### src/rtl/uart_rx_port_if.sv
// Bus-side signal bundle for uart_rx_port: read strobe, address, read data and status flags.
// The master modport is the bus initiator; the slave modport is the receive port itself.
interface uart_rx_port_if;
    logic        re;
    logic [31:0] address;
    logic [31:0] dataOut;
    logic        avail;
    logic        err;

    modport master (output re, address, input dataOut, avail, err);
    modport slave  (input re, address, output dataOut, avail, err);
endinterface

### src/rtl/uart_rx_port.sv
// uart_rx_port: 8N1 serial receiver that packs four bytes MSB-first into 32-bit words,
// queues them in a word FIFO and exposes data/status registers on a simple read bus.
// Optional feature macro: UART_RX_PARITY_EN adds an even-parity bit after the data bits.
//
// state  | meaning
// -------+--------------------------------------------------------------
// IDLE   | line idle, waiting for a low level on the synchronized rx
// START  | half a bit time into the start bit, re-check for a real start
// DATA   | sampling 8 data bits LSB first, one per bit time
// PARITY | sampling the even-parity bit (UART_RX_PARITY_EN only)
// STOP   | sampling the stop bit, deliver or discard the byte
module uart_rx_port #(
    parameter int          CLKS_PER_BIT = 868,
    parameter int          FIFO_AW      = 4,
    parameter logic [31:0] DATA_ADDR    = 32'h0000_7004,
    parameter logic [31:0] STAT_ADDR    = 32'h0000_7008
) (
    input  logic            clk,
    input  logic            reset,
    input  logic            rx,
    uart_rx_port_if.slave   bus
);
    localparam int TW = $clog2(CLKS_PER_BIT);
    localparam logic [TW-1:0] BIT_LAST  = TW'(CLKS_PER_BIT - 1);
    localparam logic [TW-1:0] HALF_LAST = TW'(CLKS_PER_BIT / 2 - 1);

    typedef enum logic [2:0] {
        IDLE, START, DATA,
`ifdef UART_RX_PARITY_EN
        PARITY,
`endif
        STOP
    } state_t;

    state_t          state;
    logic            rx_meta, rx_sync;
    logic [TW-1:0]   timer;
    logic [2:0]      bit_cnt;
    logic [7:0]      shift;
    logic            byte_ok;
    logic [7:0]      byte_data;
    logic            frame_evt;
    logic [1:0]      byte_idx;
    logic [31:0]     word;
    logic            push_req;
    logic [31:0]     push_word;
    logic [FIFO_AW:0] wptr, rptr;
    logic [31:0]     mem [2**FIFO_AW];
    logic            empty, full, do_pop, do_push, ovr_evt, stat_clr;
    logic            frame_err, overrun, parity_err;
`ifdef UART_RX_PARITY_EN
    logic            parity_bad, parity_evt;
`endif

    // Two-flop synchronizer; resets to the idle line level so reset never looks like a start bit.
    always_ff @(posedge clk or posedge reset) begin
        if (reset) begin
            rx_meta <= 1'b1;
            rx_sync <= 1'b1;
        end else begin
            rx_meta <= rx;
            rx_sync <= rx_meta;
        end
    end

    // Receiver FSM with down-counting bit timer; byte_ok/frame_evt are single-cycle registered pulses.
    always_ff @(posedge clk or posedge reset) begin
        if (reset) begin
            state     <= IDLE;
            timer     <= '0;
            bit_cnt   <= '0;
            shift     <= '0;
            byte_ok   <= 1'b0;
            byte_data <= '0;
            frame_evt <= 1'b0;
`ifdef UART_RX_PARITY_EN
            parity_bad <= 1'b0;
            parity_evt <= 1'b0;
`endif
        end else begin
            byte_ok   <= 1'b0;
            frame_evt <= 1'b0;
`ifdef UART_RX_PARITY_EN
            parity_evt <= 1'b0;
`endif
            case (state)
                IDLE: begin
                    timer   <= '0;
                    bit_cnt <= '0;
                    if (!rx_sync) begin
                        timer <= HALF_LAST;
                        state <= START;
`ifdef UART_RX_PARITY_EN
                        parity_bad <= 1'b0;
`endif
                    end
                end
                START: begin
                    if (timer == '0) begin
                        timer <= BIT_LAST;
                        state <= rx_sync ? IDLE : DATA;
                    end else begin
                        timer <= timer - 1'b1;
                    end
                end
                DATA: begin
                    if (timer == '0) begin
                        timer   <= BIT_LAST;
                        shift   <= {rx_sync, shift[7:1]};
                        bit_cnt <= bit_cnt + 1'b1;
                        if (bit_cnt == 3'd7) begin
`ifdef UART_RX_PARITY_EN
                            state <= PARITY;
`else
                            state <= STOP;
`endif
                        end
                    end else begin
                        timer <= timer - 1'b1;
                    end
                end
`ifdef UART_RX_PARITY_EN
                PARITY: begin
                    if (timer == '0) begin
                        timer      <= BIT_LAST;
                        parity_bad <= (rx_sync != ^shift);
                        parity_evt <= (rx_sync != ^shift);
                        state      <= STOP;
                    end else begin
                        timer <= timer - 1'b1;
                    end
                end
`endif
                STOP: begin
                    if (timer == '0) begin
                        state <= IDLE;
                        if (rx_sync) begin
`ifdef UART_RX_PARITY_EN
                            byte_ok <= !parity_bad;
`else
                            byte_ok <= 1'b1;
`endif
                            byte_data <= shift;
                        end else begin
                            frame_evt <= 1'b1;
                        end
                    end else begin
                        timer <= timer - 1'b1;
                    end
                end
                default: state <= IDLE;
            endcase
        end
    end

    // Byte packer: first byte of a word lands in [31:24]; a push request follows the 4th byte.
    always_ff @(posedge clk or posedge reset) begin
        if (reset) begin
            byte_idx  <= '0;
            word      <= '0;
            push_req  <= 1'b0;
            push_word <= '0;
        end else begin
            push_req <= 1'b0;
            if (byte_ok) begin
                byte_idx <= byte_idx + 1'b1;
                case (byte_idx)
                    2'd0: word[31:24] <= byte_data;
                    2'd1: word[23:16] <= byte_data;
                    2'd2: word[15:8]  <= byte_data;
                    default: begin
                        word[7:0] <= byte_data;
                        push_req  <= 1'b1;
                        push_word <= {word[31:8], byte_data};
                    end
                endcase
            end
        end
    end

    assign empty    = (wptr == rptr);
    assign full     = (wptr[FIFO_AW] != rptr[FIFO_AW]) &&
                      (wptr[FIFO_AW-1:0] == rptr[FIFO_AW-1:0]);
    assign do_pop   = bus.re && (bus.address == DATA_ADDR) && !empty;
    // A pop in the same cycle frees the slot, so a push into a full FIFO still lands.
    assign do_push  = push_req && (!full || do_pop);
    assign ovr_evt  = push_req && full && !do_pop;
    assign stat_clr = bus.re && (bus.address == STAT_ADDR);

    // FIFO storage; no reset needed since empty masks the head word.
    always_ff @(posedge clk) begin
        if (do_push) mem[wptr[FIFO_AW-1:0]] <= push_word;
    end

    // FIFO pointers, binary with one extra wrap bit.
    always_ff @(posedge clk or posedge reset) begin
        if (reset) begin
            wptr <= '0;
            rptr <= '0;
        end else begin
            if (do_push) wptr <= wptr + 1'b1;
            if (do_pop)  rptr <= rptr + 1'b1;
        end
    end

    // Sticky error bits; a new event in the clearing cycle takes priority over the clear.
    always_ff @(posedge clk or posedge reset) begin
        if (reset) begin
            frame_err <= 1'b0;
            overrun   <= 1'b0;
        end else begin
            frame_err <= frame_evt | (frame_err & ~stat_clr);
            overrun   <= ovr_evt   | (overrun   & ~stat_clr);
        end
    end

`ifdef UART_RX_PARITY_EN
    // Sticky parity error, same set-over-clear rule as the other error bits.
    always_ff @(posedge clk or posedge reset) begin
        if (reset) parity_err <= 1'b0;
        else       parity_err <= parity_evt | (parity_err & ~stat_clr);
    end
`else
    assign parity_err = 1'b0;
`endif

    assign bus.avail = !empty;
    assign bus.err   = frame_err | overrun | parity_err;

    // Zero-latency read mux.
    always_comb begin
        bus.dataOut = '0;
        if (bus.address == DATA_ADDR) begin
            if (!empty) bus.dataOut = mem[rptr[FIFO_AW-1:0]];
        end else if (bus.address == STAT_ADDR) begin
            bus.dataOut = {27'b0, parity_err, frame_err, overrun, full, !empty};
        end
    end
endmodule

### src/flat_wrapper.sv
// flat-port wrapper written by rule: the top's interface ports become plain ports
module uart_rx_port_flat 
#(
    parameter int          CLKS_PER_BIT = 868,
    parameter int          FIFO_AW      = 4,
    parameter logic [31:0] DATA_ADDR    = 32'h0000_7004,
    parameter logic [31:0] STAT_ADDR    = 32'h0000_7008
)
  (clk, reset, rx, bus_re, bus_address, bus_dataOut, bus_avail, bus_err);
  uart_rx_port_if bus_i ();
  input  logic clk;
  input  logic reset;
  input  logic rx;
  input wire logic [$bits(bus_i.re)-1:0] bus_re;
  input wire logic [$bits(bus_i.address)-1:0] bus_address;
  output wire logic [$bits(bus_i.dataOut)-1:0] bus_dataOut;
  output wire logic [$bits(bus_i.avail)-1:0] bus_avail;
  output wire logic [$bits(bus_i.err)-1:0] bus_err;
  assign bus_i.re = bus_re;
  assign bus_i.address = bus_address;
  assign bus_dataOut = bus_i.dataOut;
  assign bus_avail = bus_i.avail;
  assign bus_err = bus_i.err;
  uart_rx_port #(.CLKS_PER_BIT(CLKS_PER_BIT), .FIFO_AW(FIFO_AW), .DATA_ADDR(DATA_ADDR), .STAT_ADDR(STAT_ADDR)) u_core (.clk(clk), .reset(reset), .rx(rx), .bus(bus_i));
endmodule
### config.mk
export PLATFORM = sky130hd
export DESIGN_NAME = uart_rx_port_flat
export DESIGN_NICKNAME = d
export VERILOG_FILES = /design/src/rtl/uart_rx_port_if.sv /design/src/rtl/uart_rx_port.sv /design/src/flat_wrapper.sv
export SDC_FILE = /design/constraint.sdc
export NUM_CORES = 1
export LEC_CHECK = 0
export ABC_AREA = 0
export BUFFER_PORTS_ARGS = -buffer_cell sky130_fd_sc_hd__buf_2
export CORE_ASPECT_RATIO = 0.7
export CORE_MARGIN = 5
export CORE_UTILIZATION = 53
export DETAILED_ROUTE_END_ITERATION = 16
export PLACE_DENSITY_LB_ADDON = 0.05
export SLEW_MARGIN = 30
export SYNTH_ARGS = -nofsm -noshare
export SYNTH_HDL_FRONTEND = slang
export SYNTH_SLANG_ARGS = --single-unit
### constraint.sdc
create_clock -name clk -period 4.8 [get_ports clk]
set_input_delay 0.24 -clock clk [delete_from_list [all_inputs] [get_ports clk]]
set_output_delay 0.24 -clock clk [all_outputs]
set_load 0.005 [all_outputs]
==> qor.csv <==
stage;metric;value;unit
pwr;ir_worst_vdd;0.2533;mV
global_route;grt_pass1_vias;11700;
die;die_x;265.2;µm
drt;drt_iter0_drc;976;
synthesis;syn_area_per_cell;21.33;µm²
status;status;finished clean;
final_layout;n_antenna_cell;0;
die;die_area;50040;µm²
synthesis;synth_warnings;0;
clock_network;cts_buffers;56;
clock_network;clk_pin_slew;0.06;ns
die;start_util;53.64;%
placed_design;gp_congestion;0.7972;
timing;relSlewSlack;35.31;%
worst_setup_path;rr_startpoint;u_core.wptr[2]$_DFFE_PP0P_;
worst_setup_path;end_kind;primary output;
drt;antenna_left;0;
worst_setup_path;crit_family;multiplexers;
final_layout;final_core_util;60.32;%
clock_network;cts_resized;0;
global_route;grtUsageTotal;20.61;%
worst_setup_path;path_buf_inv;2;
final_layout;layout_commonest_cell;edfxtp_1;
global_route;grt_max_degree;132;
synthesis;synth_cells;1133;
clock_network;cts_max_level;2;
worst_setup_path;crit_fanout;35;
placed_design;placed_cells;1787;
timing;hold_viol_final;0;
clock_network;cts_tree;done;
hold_path;hold_start;bus_address[3];
drt;first_pass_iters;5;
drt;detail_route.wirelength;50900;µm
placed_design;port_buffers;69;
worst_setup_path;cp_cell_sequence;buf_4 -> mux4_2 -> mux2_2 -> a21oi_1 -> o22ai_1 -> buf_2;
timing;fmax;0.2927;GHz
worst_setup_path;crit_start;u_core.rptr[0]$_DFFE_PP0P_;
synthesis;synth_cell_types;46;
final_layout;layout-drive-gt1-share;32.79;%
timing;rsz0062_at_grt;no;
global_route;antenna_found_initial;0;
timing;slew_viol_final;0;
timing;fin_crit;3.417;ns
die;core;45060;µm²
hold_path;hold_path.class;input pin to flop;
die;pin_count;70;
synthesis;synth_fp_nets;1187;
final_layout;layout_common_cells;512 x edfxtp_1, 156 x mux4_2, 100 x dfrtp_1, 69 x buf_2, 59 x mux2_2;
clock_network;insertion_delay;0.59;ns
drt;wl_per_cell;26.89;µm
pwr;power.density;369.4;nW/µm²
pwr;leakage;0.01065;µW
timing;finalClockSkew;0.01791;ns
placed_design;place_hpwl;27300;µm
global_route;grt_overflow_total;0;
synthesis;netlist_area;24170;µm²
final_layout;nNetsFinal;1299;
final_layout;area_growth;12.46;%
synthesis;ys.flop_type;edfxtp_1;
die;fp.dieH;188.7;µm
synthesis;async_reset_ff_share;17.15;%
die;fp-row-count;65;
run;drv_cap;0;
worst_setup_path;start_kind;flop;
clock_network;clkSinkCount;618;
global_route;grt_pass1_wl;76800;µm
worst_setup_path;cp_slowest_cell;buf_4;
synthesis;synth-seq-cells;618;
synthesis;synth_edf_count;512;
drt;drc;0;
worst_setup_path;cp.arrival;3.18;ns
worst_setup_path;crit_required;4.56;ns
final_layout;fin_cells;1893;
synthesis;seq_area_frac_synth;74.61;%
drt;num_vias;11290;
timing;fin_crit_sh;71.19;%
worst_setup_path;crit_type;flop to primary output;
drt;avgViaCountPerCell;5.963;
clock_network;clock_path_buffers;3;
timing;worst_pin_slew;0.9670;ns
clock_network;cts-root-buf;clkbuf_16;
worst_setup_path;slowest_delay;0.64;ns
timing;finalSetupViolations;0;
-- layout make-up --
cell class | count | area, µm²
clock buffers | 86 | 1645
clock inverters | 17 | 105.1
fillers | 3253 | 17880
inverters | 20 | 77.57
multi-input cells | 445 | 5899
flip-flops and latches | 618 | 18040
well taps | 603 | 754.5
repair buffers | 104 | 656.9
-- registers in the layout, indices dropped and copies added (netlist names), 2 cells and up --
name / flops
u_core.mem: 512
u_core.bit_cnt: 3
u_core.timer: 10
u_core.word: 24
u_core.wptr: 5
u_core.byte_idx: 2
u_core.byte_data: 8
u_core.shift: 8
u_core.rptr: 5
u_core.push_word: 32
u_core.state: 2
-- routing by layer --
layer	GRT usage (%)	routed length, µm
met4	3.362	588
met5	0	0
met1	32.39	23810
met3	3.394	2800
met2	31.73	23700
-- logic make-up (layout without fill, tap and decap cells) --
kind of cell	count (synthesis)	after routing	synth area share (%)
xor+xnor	19	19	0.6886
simple gates	126	126	2.822
compound gates	42	42	1.087
buf+inv	70	227	1.450
mux	240	240	18.42
fa+ha+maj	18	18	0.9319
flops	618	618	74.61
-- Yosys cell counts (3+ instances only) --
| master | instances | share of area [%] |
|---|---|---|
| buf_2 | 13 | 0.27 |
| nor2_1 | 19 | 0.30 |
| nor3_1 | 14 | 0.29 |
| mux2_1 | 18 | 0.84 |
| nand4_1 | 3 | 0.078 |
| and3_1 | 4 | 0.10 |
| mux2i_1 | 7 | 0.29 |
| inv_1 | 20 | 0.31 |
| nand2b_1 | 4 | 0.10 |
| mux2_2 | 59 | 2.7 |
| buf_1 | 4 | 0.062 |
| o21ai_0 | 3 | 0.062 |
| nor4_1 | 9 | 0.23 |
| mux4_2 | 156 | 15 |
| o21ai_1 | 9 | 0.19 |
| xnor2_1 | 10 | 0.36 |
| nor2b_1 | 31 | 0.80 |
| o211ai_1 | 4 | 0.12 |
| clkbuf_1 | 23 | 0.36 |
| dfrtp_1 | 104 | 11 |
| nand3_1 | 4 | 0.083 |
| edfxtp_1 | 512 | 64 |
| a21o_1 | 4 | 0.12 |
| nand2_1 | 26 | 0.40 |
| and4_1 | 5 | 0.18 |
| a21oi_1 | 11 | 0.23 |
| buf_6 | 9 | 0.42 |
| xor2_1 | 9 | 0.33 |
| ha_1 | 18 | 0.93 |
-- tightest hold or removal path, stage by stage --
cell and delay (ns):
buf_2 0.09, nor2b_1 0.09, nand2_1 0.08, nor2_1 0.06, xor2_1 0.12
-- per-stage QoR --
stage / hold WS, ns / total power, µW / TNS (ns) / instance area (µm²) / setup slack (ns)
floorplan: 0.2445 / 5864 / -0.7468 / 24170 / -0.01167
global placement: 0.3509 / 5888 / 0 / 25390 / 1.908
detailed placement: 0.3490 / 5889 / 0 / 25390 / 1.809
CTS: 0.1137 / 10130 / 0 / 27170 / 1.297
global route: 0.1817 / 10370 / 0 / 27180 / 1.193
finish: 0.1341 / 10040 / 0 / 27180 / 1.383
-- where the power goes --
part	switching (µW)	internal [µW]	total, µW
Sequential	0.988	5740	5740
Clock	1860	2400	4260
Combinational	25.7	13.8	39.6
-- final timing paths --
check                                                end  slack, ns  cells after the start
setup / recovery                          bus_dataOut[1]       1.38                      6
hold / removal                u_core.rptr[0]$_DFFE_PP0P_       0.13                      5
setup reg to reg            u_core.mem[11][10]$_DFFE_PP_       1.98                      6
hold reg to reg                 u_core.rx_sync$_DFF_PP1_       0.37                      0
max in group asynchronous     u_core.word[8]$_DFFE_PP0P_       3.27                      4
min in group asynchronous  u_core.bit_cnt[0]$_DFFE_PP0P_       0.37                      3
-- what timing repair did --
action / in CTS / in global routing
buffers inserted: 0 / 0
hold buffers: 3 / 0
endpoints found under the hold margin: 57 / 0
Power figures use the tool's default switching activity.
